==> config.mk <==
export PLATFORM = sky130hd
export DESIGN_NAME = branch_flush_ctrl
export DESIGN_NICKNAME = d
export VERILOG_FILES = /design/src/rtl/branch_flush_ctrl.sv
export SDC_FILE = /design/constraint.sdc
export NUM_CORES = 1
export LEC_CHECK = 0
export ABC_AREA = 1
export BUFFER_PORTS_ARGS = -buffer_cell sky130_fd_sc_hd__buf_2
export CORE_MARGIN = 5
export CORE_UTILIZATION = 36
export CTS_CLUSTER_DIAMETER = 200
export DETAILED_ROUTE_END_ITERATION = 8
export PLACE_DENSITY = 0.79
export SLEW_MARGIN = 20
export SYNTH_ARGS = -nofsm -noshare
export SYNTH_HDL_FRONTEND = slang
export SYNTH_SLANG_ARGS = --single-unit
==> constraint.sdc <==
create_clock -name clk -period 1.2 [get_ports clk]
set_clock_uncertainty 0.2 [all_clocks]
set_input_delay 0.12 -clock clk [delete_from_list [all_inputs] [get_ports clk]]
set_output_delay 0.12 -clock clk [all_outputs]
set_load 0.02 [all_outputs]
==> src/rtl/branch_flush_ctrl.sv <==
// branch_flush_ctrl: EX-stage redirect/flush, load-use stall and halt control; BRANCH_STATS_EN adds saturating counters.
module branch_flush_ctrl #(
  parameter int PC_W  = 9,
  parameter int CNT_W = 16
) (
  input  logic             clk,
  input  logic             reset,
  input  logic             pc_sel,
  input  logic [31:0]      br_pc,
  input  logic             halt,
  input  logic             hazard_stall,
  input  logic             resume,
  output logic             pc_write,
  output logic             pc_redirect,
  output logic [PC_W-1:0]  redirect_pc,
  output logic             stall_ifid,
  output logic             flush_ifid,
  output logic             flush_idex,
  output logic             halted,
  output logic [CNT_W-1:0] taken_cnt,
  output logic [CNT_W-1:0] stall_cnt
);
  typedef enum logic [1:0] {RUN, FLUSH, HALT} state_t;
  state_t state_q, state_d;
  logic [PC_W-1:0] target_q, target_d;
  logic halted_q;
  logic take, stall_ev;
  always_comb begin
    state_d     = state_q;
    target_d    = target_q;
    redirect_pc = target_q;
    pc_write    = 1'b0;
    pc_redirect = 1'b0;
    stall_ifid  = 1'b0;
    flush_ifid  = 1'b0;
    flush_idex  = 1'b0;
    take        = 1'b0;
    stall_ev    = 1'b0;
    if (reset) begin
      flush_ifid = 1'b1;
      flush_idex = 1'b1;
    end else begin
      case (state_q)
        RUN: begin
          if (halt) begin
            stall_ifid = 1'b1;
            flush_idex = 1'b1;
            state_d    = HALT;
          end else if (pc_sel) begin
            pc_write    = 1'b1;
            pc_redirect = 1'b1;
            redirect_pc = br_pc[PC_W-1:0];
            target_d    = br_pc[PC_W-1:0];
            flush_ifid  = 1'b1;
            flush_idex  = 1'b1;
            take        = 1'b1;
            state_d     = FLUSH;
          end else if (hazard_stall) begin
            stall_ifid = 1'b1;
            flush_idex = 1'b1;
            stall_ev   = 1'b1;
          end else begin
            pc_write = 1'b1;
          end
        end
        FLUSH: begin
          pc_write = 1'b1;
          state_d  = RUN;
        end
        HALT: begin
          stall_ifid = 1'b1;
          flush_idex = 1'b1;
          state_d    = resume ? RUN : HALT;
        end
        default: state_d = RUN;
      endcase
    end
  end
  always_ff @(posedge clk) begin
    if (reset) begin
      state_q  <= RUN;
      target_q <= '0;
      halted_q <= 1'b0;
    end else begin
      state_q  <= state_d;
      target_q <= target_d;
      halted_q <= state_d == HALT;
    end
  end
  assign halted = halted_q & ~reset;
`ifdef BRANCH_STATS_EN
  logic [CNT_W-1:0] taken_q, taken_d, stall_q, stall_d;
  logic unused_br;
  assign unused_br = ^br_pc[31:PC_W];
  assign taken_d = taken_q + CNT_W'(take && !(&taken_q));
  assign stall_d = stall_q + CNT_W'(stall_ev && !(&stall_q));
  always_ff @(posedge clk) begin
    if (reset) begin
      taken_q <= '0;
      stall_q <= '0;
    end else begin
      taken_q <= taken_d;
      stall_q <= stall_d;
    end
  end
  assign taken_cnt = taken_q;
  assign stall_cnt = stall_q;
`else
  logic unused_br;
  assign unused_br = ^{br_pc[31:PC_W], take, stall_ev};
  assign taken_cnt = '0;
  assign stall_cnt = '0;
`endif
endmodule

==> results of run 1 <==
## power by group through the flow
stage               sequential, W  combinational [W]  clock (W)
finish                   0.000434           0.000464   0.000329
global route             0.000437           0.000497   0.000361
CTS                      0.000433           0.000432   0.000332
detailed placement       0.000442           0.000374          0
global placement         0.000441           0.000370          0
floorplan                0.000441           0.000335          0
## sequential cells by signal, summed over array words and instances, names as in the netlist
| register | count |
|---|---|
| target_q | 9 |
| halted_q | 1 |
| state_q | 2 |
## layout by cell type (no fill, tap or decap)
cell type	n
sky130_fd_sc_hd__nand3_1	7
sky130_fd_sc_hd__nand4_1	4
sky130_fd_sc_hd__buf_6	14
sky130_fd_sc_hd__nand4_2	1
sky130_fd_sc_hd__o21ai_0	1
sky130_fd_sc_hd__dfxtp_2	2
sky130_fd_sc_hd__o21ai_4	1
sky130_fd_sc_hd__clkbuf_4	3
sky130_fd_sc_hd__nor2_2	2
sky130_fd_sc_hd__nand2_1	22
sky130_fd_sc_hd__nor2_4	1
sky130_fd_sc_hd__inv_1	5
sky130_fd_sc_hd__nand3_4	1
sky130_fd_sc_hd__nand3_2	3
sky130_fd_sc_hd__buf_12	2
sky130_fd_sc_hd__dlygate4sd3_1	1
sky130_fd_sc_hd__nand4_4	4
sky130_fd_sc_hd__conb_1	32
sky130_fd_sc_hd__nor2_1	4
sky130_fd_sc_hd__inv_2	1
sky130_fd_sc_hd__a21oi_2	1
sky130_fd_sc_hd__buf_4	18
sky130_fd_sc_hd__dfxtp_1	10
sky130_fd_sc_hd__nand2_8	1
sky130_fd_sc_hd__clkbuf_8	1
sky130_fd_sc_hd__or2_2	1
sky130_fd_sc_hd__buf_2	16
sky130_fd_sc_hd__nand2_2	11
## worst max-delay path, stage by stage (launching register included)
cell and delay [ns]:
sky130_fd_sc_hd__dfxtp_2 0.34, sky130_fd_sc_hd__nor2_4 0.20, sky130_fd_sc_hd__buf_6 0.15, sky130_fd_sc_hd__nand4_1 0.12, sky130_fd_sc_hd__nand2_2 0.10, sky130_fd_sc_hd__buf_4 0.13
## cells by family after synthesis
logic type      Yosys count
compound gates            3
buf+inv                  43
flops                    12
other cells               1
simple gates             62
## metal layers
layer	GRT usage, %	up-vias	part of all wire (%)	wire (um)
li1	-	421	-	-
met1	13.9	379	36	819
met2	21.1	36	54	1220
met3	1.70	4	8.2	188
met4	6.65	0	2.1	48
met5	0	-	0	0
## through the flow
stage	worst slack, ns	instance area (um^2)
after CTS	-0.428	1280
after detailed placement	-0.177	1110
after floorplan	0.00114	1040
final	-0.439	1330
after global routing	-0.515	1330
after global placement	-0.130	1110
## layout make-up
cell class,count,area (um^2)
fillers,223,1120
flip-flops and latches,12,243
repair buffers,51,423
inverters,6,22.5
clock buffers,4,36.3
multi-input cells,97,572
well taps,30,37.5
## worst paths after layout
check                      endpoint  slack (ns)  cells past startpoint
max                  redirect_pc[5]       -0.44                      5
min          target_q[0]$_SDFF_PP0_       -0.06                      3
max reg2reg  target_q[5]$_SDFF_PP0_       -0.07                      5
min reg2reg  target_q[5]$_SDFF_PP0_        0.27                      2
## repair_timing
item                                    4_1_cts  5_1_grt
setup buffers                                 6        3
endpoints found under the setup margin       22       27
hold endpoints to repair                      4        1
resized for setup                            32       16
pin swaps                                     9        3
==> results.txt, run 1 <==
- The run finished, with violations left.
* Failing checks: negative hold slack, negative setup slack
- Layout Nets: 209
* Power density of the placed cells: 920 nW/um^2
* Total routed wirelength: 2.28 mm
* Count of final max-slew check failures: 0
- Element type at the critical path start: register
- The most used flip-flop cell after synthesis is sky130_fd_sc_hd__dfxtp_1.
* Top-area cell type share of the netlist area: 27.9%
- Summed over all layers, the global routing overflow is 0.
- Tracing the worst setup path back leads to its startpoint at state_q[1]$_SDFF_PP0_.
- The longest clock path from root to sink contains 2 buffers.
* Syn. warnings: 0
- Sum of net half-perimeters after detailed placement: 1.57 mm
- RSZ-0062 raised after global routing: yes
- I/O pin count: 85
- Endpoint required time on the critical path: 0.88 ns
- Number of cells after detailed placement: 193
- Critical setup path kind: register to primary output
- Once layout is complete, the utilization of the core stands at 54.3%.
- After synthesis, the largest family of logic cells by area is simple AND/OR/NAND/NOR gates.
- Row generation in the floorplan step produced 18 rows.
- In the finished design, the share of the clock period the worst path needs comes to 137%.
- The cell sitting at the root of the clock tree is a sky130_fd_sc_hd__clkbuf_4.
* Height of the die: 60.4 um
* Sw Ratio: 36.5%
- TritonCTS buffer count: 3
- In the final routed layout, each cell accounts on average for 11.4 um.
* Post-Synth Simple-Gate Area: 37.6%
- Wire length of the first global-routing pass: 3.26 mm
- In this run the static leakage power is 0.721 nW.
* Count of max-cap constraint violations: 0
* Compound-cell area share of the yosys netlist: 1.64%
- Number of antenna violations at the first check in global routing: 0
* Final non-filler cell total: 200
* Kind of capture point of the worst setup path: primary output
* XOR/XNOR Fraction of Synth Area: 0%
- 1st-pass router iterations: 4
- Counting instances in the post-synthesis netlist gives the leading cell types as 34 x sky130_fd_sc_hd__buf_4, 33 x sky130_fd_sc_hd__nand2_1, 12 x sky130_fd_sc_hd__dfxtp_1, 8 x sky130_fd_sc_hd__nand3_1, 6 x sky130_fd_sc_hd__inv_1.
* Synth-to-layout area growth: 45.8%
- Clock transition at the registers of the reported paths: 0.08 ns
- Horizontal die dimension: 60.4 um
- Based on the critical path, the design can be clocked at up to 610 MHz.
- Dividing the synthesized area by the synthesized cell count gives 7.56 um^2.
* TritonCTS clock tree: yes
* Peak supply drop: 384 uV
- Of all flip-flops after synthesis, the portion carrying an async set or reset was 0%.
- In this run the cell area of the synthesized design comes to 915 um^2.
- Share of layout cells above drive strength 1: 49.4%
* Cell with the most instances after synthesis: sky130_fd_sc_hd__buf_4
- The number of antenna diodes in the final layout is 0.
- Entering global routing, the biggest net connects 16 pins.
- Last weighted congestion value of the routability-driven placer: 0.786
* Number of port buffers: 29
- Type of the most critical hold path: input port to register
* Register area share after synthesis: 26.3%
* TritonCTS Sinks: 12
* HP Start: br_pc[0]
- Number of instances in the synthesized netlist: 121
- Of all nets on the critical path, the largest fanout is 5.
- Setup violations remaining at the end of the flow were counted as 23.
- Internal Dissipation: 0.000780 W
* Reg-to-Reg Start: state_q[1]$_SDFF_PP0_
- Number of synthesized flops with an enable pin: 0
- WHS: -0.0581 ns
- The worst path in the final design needs a cycle of 1.64 ns, including I/O delays and setup.
* Fraction of the mapped netlist area in adder cells: 0%
- Sequential cell fraction of total power: 35.4%
* Multiplexer share of the synthesized area: 0%
- Final total power: 0.00123 W
- Via total after detailed routing: 840
- Smallest setup slack after layout: -0.439 ns
* Most area-hungry cell type in the Yosys netlist: sky130_fd_sc_hd__buf_4
- Clock network fraction of design power: 26.8%
- For this block, the initial DRC count from the detailed router was 12.
* Htree depth: 1
* Hold Fails Final Rpt: 3
* Crit path DAT: 1.32 ns
- Summed negative setup slack over all endpoints: -5.82 ns
- Once detail routing completed, the nets flagged for antenna violations numbered 0.
* DRC violations left: 0
- Via count of the first global-routing pass: 751
- Die Footprint: 3650 um^2
* Register bit count reported by yosys: 12
- Clock latency on the worst-skew pair, taken at its later pin, is 0.28 ns.
* Area of the core: 2450 um^2
- Sw Pwr: 0.000448 W
* GRT Util Overall: 12.0%
- After clock tree synthesis, the flow added hold-fix buffers numbering 1.
- Once the floorplan was initialized, standard cells occupied 37.3% of the core.
- Leading post-synthesis cells by cell area: sky130_fd_sc_hd__buf_4 28%, sky130_fd_sc_hd__dfxtp_1 26%, sky130_fd_sc_hd__nand2_1 14%
- The share of total power dissipated in combinational logic is 37.8%.
- Via density per instance: 4.20
* Netlist cell types: 17
Power figures use the tool's default switching activity.
==> run 2: changes to the inputs <==
CORE_UTILIZATION = 33   (was 36)
PLACE_DENSITY = 0.76   (was 0.79)
clock period = 1.4 ns   (was 1.2 ns; I/O delays follow)
==> run 2 against run 1 <==
Compared with the run above:
- the flow still finishes with violations (negative hold slack, negative setup slack)
- first-iteration DRC count is 50% higher
- clock-buffer cell count stayed put
- via count is 6.4% lower
- largest power group is now registers
- highest routed layer unchanged
==> results.txt, run 2 (synthesis results as in run 1) <==
* Outcome: complete, but fails checks
* Failing checks: negative hold slack, negative setup slack
- Crit path DAT: 1.28 ns
* Peak supply drop: 390 uV
* Reg-to-Reg Start: state_q[0]$_SDFF_PP0_
- Layout Nets: 199
- TritonCTS Sinks: 12
- The repair_antennas step left the layout with diodes totalling 0.
- Initial core utilization: 33.7%
* Height of the die: 62.6 um
* Flip-flop count of the largest register after layout: 9
- Series of cell instances along the critical path: nor2_4 -> nand3_4 -> nand2_1 -> nand2_1 -> buf_4
- Once layout is complete, the cells apart from fillers number 191.
* Insertion delay of the later-clocked pin in the worst-skew pair: 0.27 ns
- Slowest-stage cell, CP: sky130_fd_sc_hd__dfxtp_2
- In this run the horizontal extent of the chip is 62.6 um.
- Htree depth: 1
- Hold Fails Final Rpt: 9
- Smallest setup slack after layout: -0.218 ns
- Via density per instance: 4.12
- After detailed routing, the number of remaining DRC violations is 0.
- The floorplan has 19 rows.
- Number of cells after detailed placement: 183
- The detailed router finished its first iteration with 18 violations.
* Pin count of the biggest net entering global routing: 12
* Clock transition at the registers of the reported paths: 0.08 ns
- CTS Buffer Depth: 2
* Die Footprint: 3920 um^2
- I/O pin count: 85
* GRT Util Overall: 9.37%
* Hold Path Cell Cnt: 3
- Worst reg2reg setup slack: 0.03 ns
- Last weighted congestion value of the routability-driven placer: 0.712
- Max-cap violations in this run came to 0.
- The tree is rooted in a sky130_fd_sc_hd__clkbuf_4.
- The total area inside the core boundary comes to 2710 um^2.
- Synth-to-layout area growth: 32.6%
- Endpoint required time on the critical path: 1.06 ns
- Final worst path period need: 1.62 ns
- Largest registers: target_q x9, state_q x2, halted_q x1
- Total routed wirelength: 2.06 mm
* Wire length of the first global-routing pass: 2.98 mm
- 1st-pass router iterations: 4
- Largest stage delay on the critical path: 0.34 ns
* Type of the most critical hold path: input port to register
* HP Start: br_pc[8]
- Number of antenna violations at the first check in global routing: 0
- Utilization after layout: 44.7%
- The number of global-route vias before repair is 688.
* Final worst-path cycle share: 116%
- Derived from the worst setup path, the maximum achievable clock frequency is 618 MHz.
* Final total power: 0.00102 W
- In this run, CTS created clock tree buffers numbering 3.
- Most used cells in the layout excluding fill and tap cells: 32 x sky130_fd_sc_hd__nand2_1, 32 x sky130_fd_sc_hd__conb_1, 16 x sky130_fd_sc_hd__buf_2, 12 x sky130_fd_sc_hd__buf_4, 10 x sky130_fd_sc_hd__dfxtp_1
- End of the worst register-to-register path: target_q[5]$_SDFF_PP0_
- Kind of capture point of the worst setup path: primary output
- STA classifies the critical path startpoint as a register.
- Placement Setup Slack: -0.0585 ns
- target_q holds more flip-flops than any other register.
* Sum of net half-perimeters after detailed placement: 1.49 mm
* Wirelength per Cell: 10.8 um
- Setup repair after global routing could not meet its margin everywhere.
* Count of cells along the worst register-to-register path: 7
- Most Frequent Cell on Critical Path: sky130_fd_sc_hd__nand2_1
- P_leak: 0.689 nW
- Critical setup path kind: register to primary output
- TritonCTS built the clock tree.
* Count of final max-slew check failures: 0
* End point of the most critical hold path: target_q[8]$_SDFF_PP0_
- Buffers placed on the I/O ports in this run total 29.
* Number of nets still failing antenna checks after routing: 0
- Overflow left after global routing: 0
- Crit path max fanout: 11
- Final number of setup-violating endpoints: 14
- The number of hold buffers added after CTS was 1.
- Share of layout cells above drive strength 1: 39.4%
* Power density of the placed cells: 842 nW/um^2
- Via total after detailed routing: 786
- Across all hold checks on the routed design, the worst slack comes to -0.0603 ns.
[run 2: layout make-up]
cell class / count / area, um^2
clock buffers: 4 / 36.3
fillers: 269 / 1500
inverters: 6 / 22.5
multi-input cells: 97 / 515
flip-flops and latches: 12 / 245
well taps: 31 / 38.8
repair buffers: 41 / 354
[run 2: power breakdown]
part | leakage, nW | internal, W | total (W) | switching [W]
clock | 0.0210 | 0.000158 | 0.000275 | 0.000117
sequential | 0.0992 | 0.000360 | 0.000373 | 0.0000124
combinational | 0.569 | 0.000145 | 0.000373 | 0.000228
total | 0.689 | 0.000663 | 0.00102 | 0.000358
[run 2: timing repair]
item / in CTS / in global routing
setup buffers: 2 / 1
resized for setup: 27 / 6
gates cloned: 0 / 0
setup endpoints to repair: 14 / 14
endpoints found under the hold margin: 11 / 9
pin swaps: 9 / 1
[run 2: worst max path at each step]
| stage | depth (start not counted) | startpoint | end | slack, ns |
|---|---|---|---|---|
| after floorplan | 2 | state_q[1]$_SDFF_PP0_ | pc_write | 0.08 |
| after detailed placement | 5 | state_q[1]$_SDFF_PP0_ | redirect_pc[1] | -0.06 |
| final | 5 | state_q[0]$_SDFF_PP0_ | redirect_pc[8] | -0.22 |
| after global routing | 5 | state_q[1]$_SDFF_PP0_ | redirect_pc[1] | -0.32 |
| after global placement | 5 | state_q[1]$_SDFF_PP0_ | redirect_pc[1] | -0.04 |
| after CTS | 5 | state_q[0]$_SDFF_PP0_ | redirect_pc[1] | -0.23 |
[run 2: per-stage QoR]
stage	TNS [ns]	instance area, um^2
detailed placement	-0.226	1020
global route	-3.87	1210
CTS	-2.53	1160
global placement	-0.164	1020
floorplan	0	1030
finish	-2.52	1210
[run 2: routing by layer]
| layer | track usage (%) | routed length, um | vias up |
|---|---|---|---|
| met5 | 0 | 0 | - |
| met4 | 3.98 | 21 | 0 |
| met3 | 3.96 | 201 | 2 |
| met2 | 15.0 | 1030 | 34 |
| met1 | 10.8 | 807 | 351 |
| li1 | - | - | 399 |
[run 2: worst max-delay path: cells and delay by family (launching register included)]
family | cells | cell delay [ns]
buffers and inverters | 1 | 0.15
flip-flops | 1 | 0.34
AND/OR/NAND/NOR | 4 | 0.52
==> run 3: changes to the inputs <==
SKIP_CTS_REPAIR_TIMING = 1   (was not set)
==> run 3 against run 2 <==
Compared with the run above:
- the run still ends with negative hold slack, negative setup slack left
- wire length shrank 8.9%
- global-route usage shrank 0.74 points
- fmax is essentially flat
- setup slack is essentially flat
- clock power is essentially flat
- via count shrank 3.3%
==> results.txt, run 3 (synthesis results as in run 1) <==
- Of the total power, the share spent switching nets is 35.3%.
* Horizontal die dimension: 62.6 um
- Final total power: 0.000974 W
* HP Start: br_pc[8]
- The number of antenna diodes in the final layout is 0.
- Smallest setup slack after layout: -0.219 ns
* Outcome: complete, but fails checks
- Area post-placement: 1020 um^2
* Wirelength per Cell: 9.97 um
- In this run, the clock network consumes 28.5% of the power.
- TritonCTS clock tree: yes
* Peak supply drop: 367 uV
- P_leak: 0.656 nW
* Overflow left after global routing: 0
- Data arrives at the worst endpoint at 1.28 ns.
* Failing checks: negative hold slack, negative setup slack
* End point of the most critical hold path: target_q[8]$_SDFF_PP0_
- The worst register-to-register path begins at state_q[0]$_SDFF_PP0_.
* Initial drt markers: 21
* TritonCTS buffer count: 3
* Sequential cell fraction of total power: 38.3%
- Hold Path Cell Cnt: 3
* Count of cells along the worst register-to-register path: 5
* Die Footprint: 3920 um^2
- The path class of the tightest hold or removal check is input port to register.
- GRT Util Overall: 8.63%
- The worst setup path is launched from a register.
- Final number of setup-violating endpoints: 14
* Via total after detailed routing: 760
* Insertion delay of the later-clocked pin in the worst-skew pair: 0.27 ns
- The initial antenna violation count came to 0.
* CTS Buffer Depth: 2
- Power density of the placed cells: 878 nW/um^2
- Kind of capture point of the worst setup path: primary output
- Sw Pwr: 0.000344 W
* Largest register by flop count: target_q
- Placement Setup Slack: -0.0585 ns
- Internal Dissipation: 0.000630 W
- The die is 62.6 um tall.
* Series of cell instances along the critical path: nor2_4 -> buf_12 -> nand4_1 -> nand2_1 -> buf_4
- In the routed design, unresolved DRC markers number 0.
- Largest registers: target_q x9, state_q x2, halted_q x1
- In this design, the largest share of critical-path delay is due to simple AND/OR/NAND/NOR gates.
- Largest stage delay on the critical path: 0.34 ns
- The final number of max-transition violations came to 0.
- Synth-to-layout area growth: 21.3%
- In the layout the commonest cells are 33 x sky130_fd_sc_hd__nand2_1, 32 x sky130_fd_sc_hd__conb_1, 17 x sky130_fd_sc_hd__buf_2, 17 x sky130_fd_sc_hd__buf_4, 10 x sky130_fd_sc_hd__dfxtp_1.
- Layout Cell Area excl Fill: 1110 um^2
* Number of port buffers: 29
* TritonCTS Sinks: 12
- Entering global routing, the biggest net connects 12 pins.
* Slowest-stage cell, CP: sky130_fd_sc_hd__dfxtp_2
- Share of layout cells above drive strength 1: 35.0%
- Together, buffers and inverters on the worst path number 2.
* 1st-pass router iterations: 4
- Utilization after layout: 41.0%
- I/O pin count: 85
- The smallest clock period supported by the final layout is computed as 1.62 ns.
- The worst setup path is of the register to primary output kind.
* Total routed wirelength: 1.87 mm
- Clock transition at the registers of the reported paths: 0.08 ns
- The layout has 281 filler cells.
- Most frequent standard cell in the layout excluding fill and tap cells: sky130_fd_sc_hd__nand2_1
- Sum of net half-perimeters after detailed placement: 1.49 mm
* WHS: -0.0599 ns
* Count of max-cap constraint violations: 0
- Standard-cell row count: 19
- The first global-routing pass estimated 2.77 mm of wire.
* Last weighted congestion value of the routability-driven placer: 0.712
- Flip-flop count of the largest register after layout: 9
* Hold Fails Final Rpt: 9
- Worst reg2reg setup slack: 0.22 ns
- The final critical path takes up 116% of the cycle.
* Clock root buffer master: sky130_fd_sc_hd__clkbuf_4
* Crit path launch: state_q[0]$_SDFF_PP0_
- Area of the core: 2710 um^2
- At the worst endpoint, the required time is 1.06 ns.
- RSZ-0062 raised after global routing: yes
* Combinational share of power: 33.2%
* Layout Nets: 196
- Initial core utilization: 33.7%
- Highest achievable clock rate: 618 MHz
- The worst register-to-register path ends at target_q[5]$_SDFF_PP0_.
* Number of nets still failing antenna checks after routing: 0
- In this run the worst path has a maximum fanout of 7.
* Via density per instance: 4.04
- The number of global-route vias before repair was 662.
- CTS built an H-tree with a depth of 1.
-- run 3: area by class of cell --
| cell class | count | area (um^2) | share of cell area, % |
|---|---|---|---|
| multi-input combinational | 97 | 487 | 43.9 |
| clock buffer | 4 | 36.3 | 3.27 |
| tap | 31 | 38.8 | 3.49 |
| sequential | 12 | 243 | 21.9 |
| timing repair buffer | 38 | 283 | 25.5 |
| inverter | 6 | 22.5 | 2.03 |
-- run 3: per-stage QoR --
stage | instances | setup TNS, ns
6_report | 188 | -2.31
5_1_grt | 188 | -3.60
4_1_cts | 187 | -3.75
3_5_place_dp | 183 | -0.226
3_3_place_gp | 183 | -0.164
2_1_floorplan | 152 | 0
-- run 3: how the worst max path moves through the flow --
stage | end | cells past startpoint
floorplan | pc_write | 2
global placement | redirect_pc[1] | 5
detailed placement | redirect_pc[1] | 5
CTS | redirect_pc[1] | 5
global route | redirect_pc[1] | 5
finish | redirect_pc[1] | 5
-- run 3: power groups by stage --
| stage | combinational, W | sequential [W] | clock [W] |
|---|---|---|---|
| 4_1_cts | 0.000306 | 0.000372 | 0.000283 |
| 5_1_grt | 0.000352 | 0.000376 | 0.000298 |
| 2_1_floorplan | 0.000284 | 0.000378 | 0 |
| 3_3_place_gp | 0.000304 | 0.000379 | 0 |
| 6_report | 0.000324 | 0.000373 | 0.000277 |
| 3_5_place_dp | 0.000305 | 0.000380 | 0 |
-- run 3: worst reg2reg max path, cell delays in order (launching register included) --
cell and delay [ns]:
sky130_fd_sc_hd__dfxtp_2 0.34, sky130_fd_sc_hd__nor2_4 0.18, sky130_fd_sc_hd__buf_12 0.16, sky130_fd_sc_hd__nand2_8 0.08, sky130_fd_sc_hd__nand3_1 0.07, sky130_fd_sc_hd__nand2_1 0.05
-- run 3: layer usage --
layer	part of all wire, %	GRT usage, %	wire [um]
met2	48	13.3	906
met5	0	0	0
met3	9.7	3.78	182
met4	1.1	3.98	21
met1	41	10.2	763
